<file path="src/rtl/opnd_sel_pkg.sv">
// Shared definitions for the operand-bus select generator: mux select
// encodings and the layout of one in-flight destination tracking slot.
package opnd_sel_pkg;

  // Select encodings for the 4:1 operand mux, in {S1,S0} order.
  typedef enum logic [1:0] {
    SEL_RF  = 2'b00,  // register-file read
    SEL_EX  = 2'b01,  // EX-stage result
    SEL_MEM = 2'b10,  // MEM-stage result
    SEL_IMM = 2'b11   // immediate
  } sel_e;

  // Slot record layout, MSB to LSB: {valid, addr[aw-1:0], load}.
  localparam int SLOT_META_W = 2;

  // Total slot width for a given register address width.
  function automatic int slot_w(input int aw);
    return aw + SLOT_META_W;
  endfunction

endpackage

</file>
<file path="src/rtl/opnd_sel_ctrl_fwd_slot.sv">
// One in-flight instruction tracking register (EX or MEM slot). Holds
// {valid, addr, load}; clear drops only the valid bit, load captures new
// contents, otherwise the slot holds. Provides a destination match output.
module fwd_slot
  import opnd_sel_pkg::*;
#(
  parameter int AW = 4
) (
  input  logic          CLK,
  input  logic          RST,
  input  logic          clr,
  input  logic          en,
  input  logic          d_valid,
  input  logic [AW-1:0] d_addr,
  input  logic          d_load,
  input  logic [AW-1:0] cmp_addr,
  output logic          valid,
  output logic [AW-1:0] addr,
  output logic          is_load,
  output logic          match
);

  localparam int W = slot_w(AW);

  logic [W-1:0] slot_q;

  // Slot register: clear beats load, load beats hold.
  // NOTE: non-blocking assignments keep every flop updating from pre-edge values.
  always_ff @(posedge CLK or posedge RST) begin
    if (RST) begin
      slot_q <= '0;
    end else if (clr) begin
      slot_q[W-1] <= 1'b0;
    end else if (en) begin
      slot_q <= {d_valid, d_addr, d_load};
    end
  end

  assign valid   = slot_q[W-1];
  assign addr    = slot_q[AW:1];
  assign is_load = slot_q[0];
  assign match   = valid && (addr == cmp_addr);

endmodule

</file>
<file path="src/rtl/opnd_sel_ctrl.sv">
// Operand-bus select generator. Tracks the destinations of the EX and MEM
// in-flight instructions, chooses the forwarding path for the operand being
// decoded (zero latency, from registered state plus current inputs) and
// raises a load-use interlock.
module opnd_sel_ctrl
  import opnd_sel_pkg::*;
#(
  parameter int AW      = 4,
  parameter int PC_ADDR = 15,
  parameter int FWD_EN  = 1
) (
  input  logic          CLK,
  input  logic          RST,
  input  logic          ISSUE,
  input  logic [AW-1:0] SRC_ADDR,
  input  logic          USE_IMM,
  input  logic [AW-1:0] DST_ADDR,
  input  logic          DST_WE,
  input  logic          DST_LOAD,
  input  logic          STALL,
  input  logic          FLUSH,
  output logic          S0,
  output logic          S1,
  output logic          HAZARD
);

  localparam logic [AW-1:0] PC = AW'(PC_ADDR);
  localparam bit FWD = (FWD_EN != 0);

  logic          ex_valid, ex_is_load, ex_match;
  logic [AW-1:0] ex_addr;
  logic          mem_valid, mem_is_load, mem_match;
  logic [AW-1:0] mem_addr;
  logic          unused_mem;

  logic  shift_en;
  logic  m_ex, m_mem;
  logic  hazard;
  sel_e  sel;

  // Both slots shift whenever the pipe is not held; on a hazard the EX slot
  // takes a bubble because the new instruction's valid bit is suppressed.
  assign shift_en = !STALL;

  fwd_slot #(.AW(AW)) u_ex (
    .CLK      (CLK),
    .RST      (RST),
    .clr      (FLUSH),
    .en       (shift_en),
    .d_valid  (ISSUE && DST_WE && !hazard),
    .d_addr   (DST_ADDR),
    .d_load   (DST_LOAD),
    .cmp_addr (SRC_ADDR),
    .valid    (ex_valid),
    .addr     (ex_addr),
    .is_load  (ex_is_load),
    .match    (ex_match)
  );

  fwd_slot #(.AW(AW)) u_mem (
    .CLK      (CLK),
    .RST      (RST),
    .clr      (FLUSH),
    .en       (shift_en),
    .d_valid  (ex_valid),
    .d_addr   (ex_addr),
    .d_load   (ex_is_load),
    .cmp_addr (SRC_ADDR),
    .valid    (mem_valid),
    .addr     (mem_addr),
    .is_load  (mem_is_load),
    .match    (mem_match)
  );

  // The MEM slot's contents are only needed through its match output.
  assign unused_mem = ^{mem_addr, mem_is_load};

  // The PC is always read from the register file, never forwarded.
  assign m_ex  = ex_match  && (SRC_ADDR != PC);
  assign m_mem = mem_match && (SRC_ADDR != PC);

  // Priority select and load-use interlock; EX (youngest) beats MEM.
  // NOTE: every output gets a default first so no latch is inferred.
  always_comb begin
    sel    = SEL_RF;
    hazard = 1'b0;
    if (RST) begin
      sel    = SEL_RF;
    end else if (USE_IMM) begin
      sel    = SEL_IMM;
    end else if (m_ex && ex_is_load) begin
      sel    = SEL_RF;
      hazard = !FLUSH;
    end else if (m_ex) begin
      sel    = FWD ? SEL_EX : SEL_RF;
    end else if (m_mem && FWD) begin
      sel    = SEL_MEM;
    end
  end

  assign {S1, S0} = sel;
  assign HAZARD   = hazard;

endmodule

</file>
<file path="config.mk">
export PLATFORM = sky130hd
export DESIGN_NAME = opnd_sel_ctrl
export DESIGN_NICKNAME = d
export VERILOG_FILES = /design/src/rtl/opnd_sel_pkg.sv /design/src/rtl/opnd_sel_ctrl_fwd_slot.sv /design/src/rtl/opnd_sel_ctrl.sv
export SDC_FILE = /design/constraint.sdc
export NUM_CORES = 1
export LEC_CHECK = 0
export BUFFER_PORTS_ARGS = -buffer_cell sky130_fd_sc_hd__buf_2
export CAP_MARGIN = 25
export CORE_MARGIN = 3
export CORE_UTILIZATION = 40
export DETAILED_ROUTE_END_ITERATION = 7
export PLACE_DENSITY = 0.73
export SETUP_SLACK_MARGIN = 0.1
export SLEW_MARGIN = 20
export SYNTH_ARGS = -nofsm -noshare
export SYNTH_HDL_FRONTEND = slang
export SYNTH_SLANG_ARGS = --single-unit
</file>
<file path="constraint.sdc">
create_clock -name CLK -period 1.3 [get_ports CLK]
set_input_delay 0 -clock CLK [delete_from_list [all_inputs] [get_ports CLK]]
set_output_delay 0 -clock CLK [all_outputs]
set_load 0.02 [all_outputs]
</file>
## Word level (Yosys, flattened, before mapping)

Index checks and enable logic that the tools add are counted.

- Input port bits: 16
- Logic and storage cells: 32
- Output and inout bits: 3
- Register bits: 12

- Muxes and demuxes: 12
- Reductions and logical operators: 10
- Bitwise gates (word level): 2
- Equality and inequality tests: 4

Operator list:

| cell | number |
|---|---|
| 2-to-1 mux 6 bit | 2 |
| 2-to-1 mux 2 bit | 5 |
| equality test 4 bit | 2 |
| logical AND 1 bit | 7 |
| 2-to-1 mux 1 bit | 5 |
| != test 4 bit (second input constant) | 1 |
| logical NOT 1 bit | 2 |
| != test 2 x 1 -> 1 bit (second input constant) | 1 |
| NOT 1 bit | 2 |
| AND reduction 2 bit | 1 |

## Longest topological paths before layout

- Depth after elaboration: 11
- Mapped depth: 4
- Mapped depth without buffers: 4

## Hierarchy

Synthesis repeated with hierarchy kept, for this count alone.

- Cells, all modules: 52
- Area total of the unflattened synthesis: 628.1 µm²

Modules (own cells, without submodules):

| module | sequential area each (µm²) | instances | cells an instance | area an instance (µm²) |
|---|---|---|---|---|
| fwd_slot | 150.1 | 2 | 21 | 282.8 |
| opnd_sel_ctrl | 0.0 | 1 | 10 | 62.6 |

## Worst setup path after synthesis

No wires, ideal clock.

- Path kind: register -> output
- From: register u_ex.slot_q[1]
- To: output port HAZARD
- Arrival time: 1.204 ns
- Stages on the path, launching flop included: 4
- Required time: 1.300 ns
- Path buffers: 0
- Path slack: 0.096 ns
- Cell sequence: dfrtp_1 > xnor2_1 > nand4_1 > nor3_1

- Word-level cells in the longest chain between the ends: 7

Ends and longest elaborated chain:

| element | line | text |
|---|---|---|
| start: declaration | opnd_sel_ctrl_fwd_slot.sv:25 | `logic [W-1:0] slot_q;` |
| start signal: assignment | opnd_sel_ctrl_fwd_slot.sv:35 | `slot_q <= {d_valid, d_addr, d_load};` |
| equality test 4 bit | opnd_sel_ctrl_fwd_slot.sv:42 | `assign match = valid && (addr == cmp_addr);` |
| logical AND 1 bit | opnd_sel_ctrl_fwd_slot.sv:42 |  |
| logical AND 1 bit | opnd_sel_ctrl.sv:79 | `assign m_ex = ex_match && (SRC_ADDR != PC);` |
| logical AND 1 bit | opnd_sel_ctrl.sv:91 | `end else if (m_ex && ex_is_load) begin` |
| 2-to-1 mux 1 bit | opnd_sel_ctrl.sv:91 |  |
| 2-to-1 mux 1 bit | opnd_sel_ctrl.sv:89 | `end else if (USE_IMM) begin` |
| 2-to-1 mux 1 bit | opnd_sel_ctrl.sv:87 | `if (RST) begin` |
| end: declaration | opnd_sel_ctrl.sv:24 | `output logic HAZARD` |

Every way passes these cells.

## Worst setup path in the final report

- From: register u_ex.slot_q[2]
- To: output port S0

- Word-level cells in the longest chain between the ends: 7
- Elaborated cells on any way between the ends: 8
- Those cells by class: 1 x eq/ne; 4 x mux; 3 x reduce/logical

Ends and longest elaborated chain:

| element | line | text |
|---|---|---|
| equality test 4 bit * | opnd_sel_ctrl_fwd_slot.sv:42 |  |
| logical AND 1 bit * | opnd_sel_ctrl_fwd_slot.sv:42 |  |
| logical AND 1 bit * | opnd_sel_ctrl.sv:79 |  |
| 2-to-1 mux 2 bit / logical AND 1 bit (equally long branches) | opnd_sel_ctrl.sv:94, opnd_sel_ctrl.sv:91 |  |
| 2-to-1 mux 2 bit * | opnd_sel_ctrl.sv:91 |  |
| 2-to-1 mux 2 bit * | opnd_sel_ctrl.sv:89 |  |
| 2-to-1 mux 2 bit * | opnd_sel_ctrl.sv:87 |  |
| end: declaration | opnd_sel_ctrl.sv:22 | `output logic S0,` |

Mark *: on every way between the ends. The rest lies on a longest branch, timed or not.

==> results.md <==
- Vias post-DR: 545
- Starting Density: 0.436
- DIE AREA: 1930 um^2
- CTS max path bufs: 2
- Antenna-violating nets left: 0
- Final setup fails: 4
- First-pass GRT wire length: 2.39 mm
- Layout Nets: 106
- TNS Setup: -0.818 ns
- Synthesized Nets: 68
- Core region area: 1320 um^2
- Final worst setup slack: -0.256 ns
- Sink Count: 11
- Fin crit share: 1.20
- PwrDens: 1020 nW/um^2
- Hold Path Stages: 3
- Root buffer cell: clkbuf_4
- Post-synth top area cell: dfrtp_1
- DRC viols: 0
- Row count: 13
- Register Area: 275 um^2
- N_diodes: 0
- Pre-CTS setup slack: 0.0139 ns
- Pins over their slew limit: 0
- Fraction of layout cells with a size suffix above 1: 0.551
- # fillers: 86
- Worst setup EP type: output port
- Post-synth EDFFs: 0
- Layout Cells excl Fill: 104
- Slew margin rel.: 0.677
- Ys flop type: dfrtp_1
- Drt pass-1 iters: 4
- WL final: 1.53 mm
- Worst-Skew Late Latency: 0.26 ns
- Failing checks: negative setup slack
- Max VDD drop: 0.717 mV
- Synth top area share: 0.479
- Die Y: 43.9 um
- R2R depth: 6
- Hold WC Path Type: input port to flip-flop
- GPL Wtd Cong: 0.672
- Crit path cell chain: xnor2_2, nand4_1, nor3_1, o21a_1, buf_6
- P&R area growth vs syn: 63.2%
- LEAKAGE: 0.424 nW
- Sequential share of the synthesized area: 0.479
- F_max: 0.643 GHz
- CTS tree: yes
- Synthesized instance count: 52
- CTS H-tree lvls: 1
- Multi-input logic area: 370 um^2
- Pin count of the biggest net entering global routing: 11
- Die W: 43.9 um
- Slowest CP cell: dfrtp_1
- Hold Vio Cnt, Final: 0
- Critical path peak fanout: 2
- Port Buffers: 18
- Initial antenna violation count: 0
- Placed cell count: 86
- Iter 0 DRT Violations: 9
- Crit start category: flip-flop
- Tot GR Track Use: 0.173
- Post-Syn Area: 574 um^2
- Synth area leaders: dfrtp_1 (48%), mux2_2 (18%), xnor2_1 (9.2%), nor2_1 (3.9%), nand2_1 (2.0%)
- Minimum clock period: 1.56 ns
- Fraction of registers with async set or reset after synthesis: 1.00
- Num ports: 19
- Post-DP HPWL: 937 um
- Status: finished, violations left
- Unique masters post-synth: 20
- RSZ-0062 raised after global routing: yes
- Num CTS Buffers: 3
- Max stage delay on crit path: 0.42 ns
- Max Clock Skew: 0.00493 ns
- Max-cap check violation count: 0
- Clock transition at path regs: 0.07 ns
- Slew @ Worst Pin: 0.484 ns
- CP Data Required Time: 1.30 ns
- Gr ovfl total: 0
- Seq cells post-synth: 11
- Critical path class: flip-flop to output port
- Synth Warn #: 0
- Post-Syn Area per Cell: 11.0 um^2
- Number of global-route vias before repair: 526
- Vias per inst: 5.24
- Arrival @ worst endpoint: 1.56 ns
- WL per Instance: 14.7 um
-- sequential cells by signal, summed over array words and instances, names as in the netlist --
signal / cells
u_ex.slot_q: 6
u_mem.slot_q: 5
-- timing repair --
item | in CTS | in global routing
pin swaps | 8 | 6
resized for setup | 6 | 13
setup buffers | 4 | 3
endpoints found under the setup margin | 4 | 4
hold buffers | 7 | 0
gates cloned | 0 | 0
endpoints found under the hold margin | 18 | 0
-- synthesized netlist by cell type, types with 2 or more instances --
library cell   n
nand3_1        2
xnor2_1        6
nand2_1        3
nor3_1         2
mux2_2         9
nor2_1         6
dfrtp_1       11
-- placed cells by master (no fill, tap or decap), drive strengths merged --
| cell | n |
|---|---|
| nand4 | 1 |
| a21oi | 2 |
| dfrtp | 11 |
| clkbuf | 4 |
| and3 | 1 |
| nand2 | 3 |
| inv | 1 |
| a31oi | 1 |
| nor3 | 2 |
| mux2i | 1 |
| nor2 | 7 |
| nand3 | 2 |
| dlygate4sd3 | 7 |
| xnor2 | 6 |
| o21a | 1 |
| and2 | 1 |
| buf | 26 |
| mux2 | 9 |
| o2111ai | 1 |
| o2bb2ai | 1 |
| o31ai | 1 |
-- layout make-up --
class	instances	area share
multi-input combinational	40	0.395
tap	15	0.0200
inverter	1	0.00401
sequential	11	0.294
clock buffer	4	0.0280
timing repair buffer	33	0.259
-- through the flow --
step                      cell area, um^2   util  power, mW  hold WS (ns)
after floorplan                       579      -      0.567        -0.117
after global routing                  937  0.711       1.02        0.0303
after CTS                             843  0.640      0.903        0.0203
after global placement                696  0.528      0.626        -0.100
final                                 937  0.711      0.955        0.0465
after detailed placement              696  0.528      0.632        -0.103
-- layer usage --
metal / track usage / wire length (um) / share of wire
met4: 0.0904 / 23 / 0.015
met5: 0 / 0 / 0
met2: 0.267 / 776 / 0.51
met1: 0.226 / 625 / 0.41
met3: 0.0373 / 106 / 0.069
-- logic make-up after synthesis --
kind of cell / after synthesis / share of synthesized area
XOR/XNOR: 6 / 0.0915
buffers and inverters: 1 / 0.00653
AND/OR/NAND/NOR: 17 / 0.137
flip-flops: 11 / 0.479
multiplexers: 10 / 0.194
AO/OA/AOI/OAI: 7 / 0.0915
-- where the power goes --
group	switching (mW)	total (mW)	internal (mW)	leakage, nW
Sequential	0.0464	0.444	0.397	0.133
Clock	0.107	0.226	0.118	0.0150
Combinational	0.115	0.286	0.171	0.276
Total	0.268	0.955	0.687	0.424
-- worst paths after layout --
path	from	end	slack [ns]
min in group asynchronous	RST	u_ex.slot_q[5]$_DFFE_PP0P_	0.24
worst max register to register	u_ex.slot_q[2]$_DFFE_PP0P_	u_ex.slot_q[5]$_DFFE_PP0P_	-0.21
worst min register to register	u_mem.slot_q[4]$_DFFE_PP0P_	u_mem.slot_q[4]$_DFFE_PP0P_	0.53
max in group asynchronous	RST	u_mem.slot_q[3]$_DFFE_PP0P_	0.71
worst max-delay path	u_ex.slot_q[2]$_DFFE_PP0P_	S0	-0.26
worst min-delay path	STALL	u_ex.slot_q[5]$_DFFE_PP0P_	0.05
-- worst max-delay path, delay by kind of cell (launching register included) --
family                 cells  cell delay, ns
flip-flops                 1            0.42
AND/OR/NAND/NOR            2            0.41
XOR/XNOR                   1            0.20
AO/OA/AOI/OAI              1            0.16
buffers and inverters      1            0.11
(Power assumes the default switching activity.)
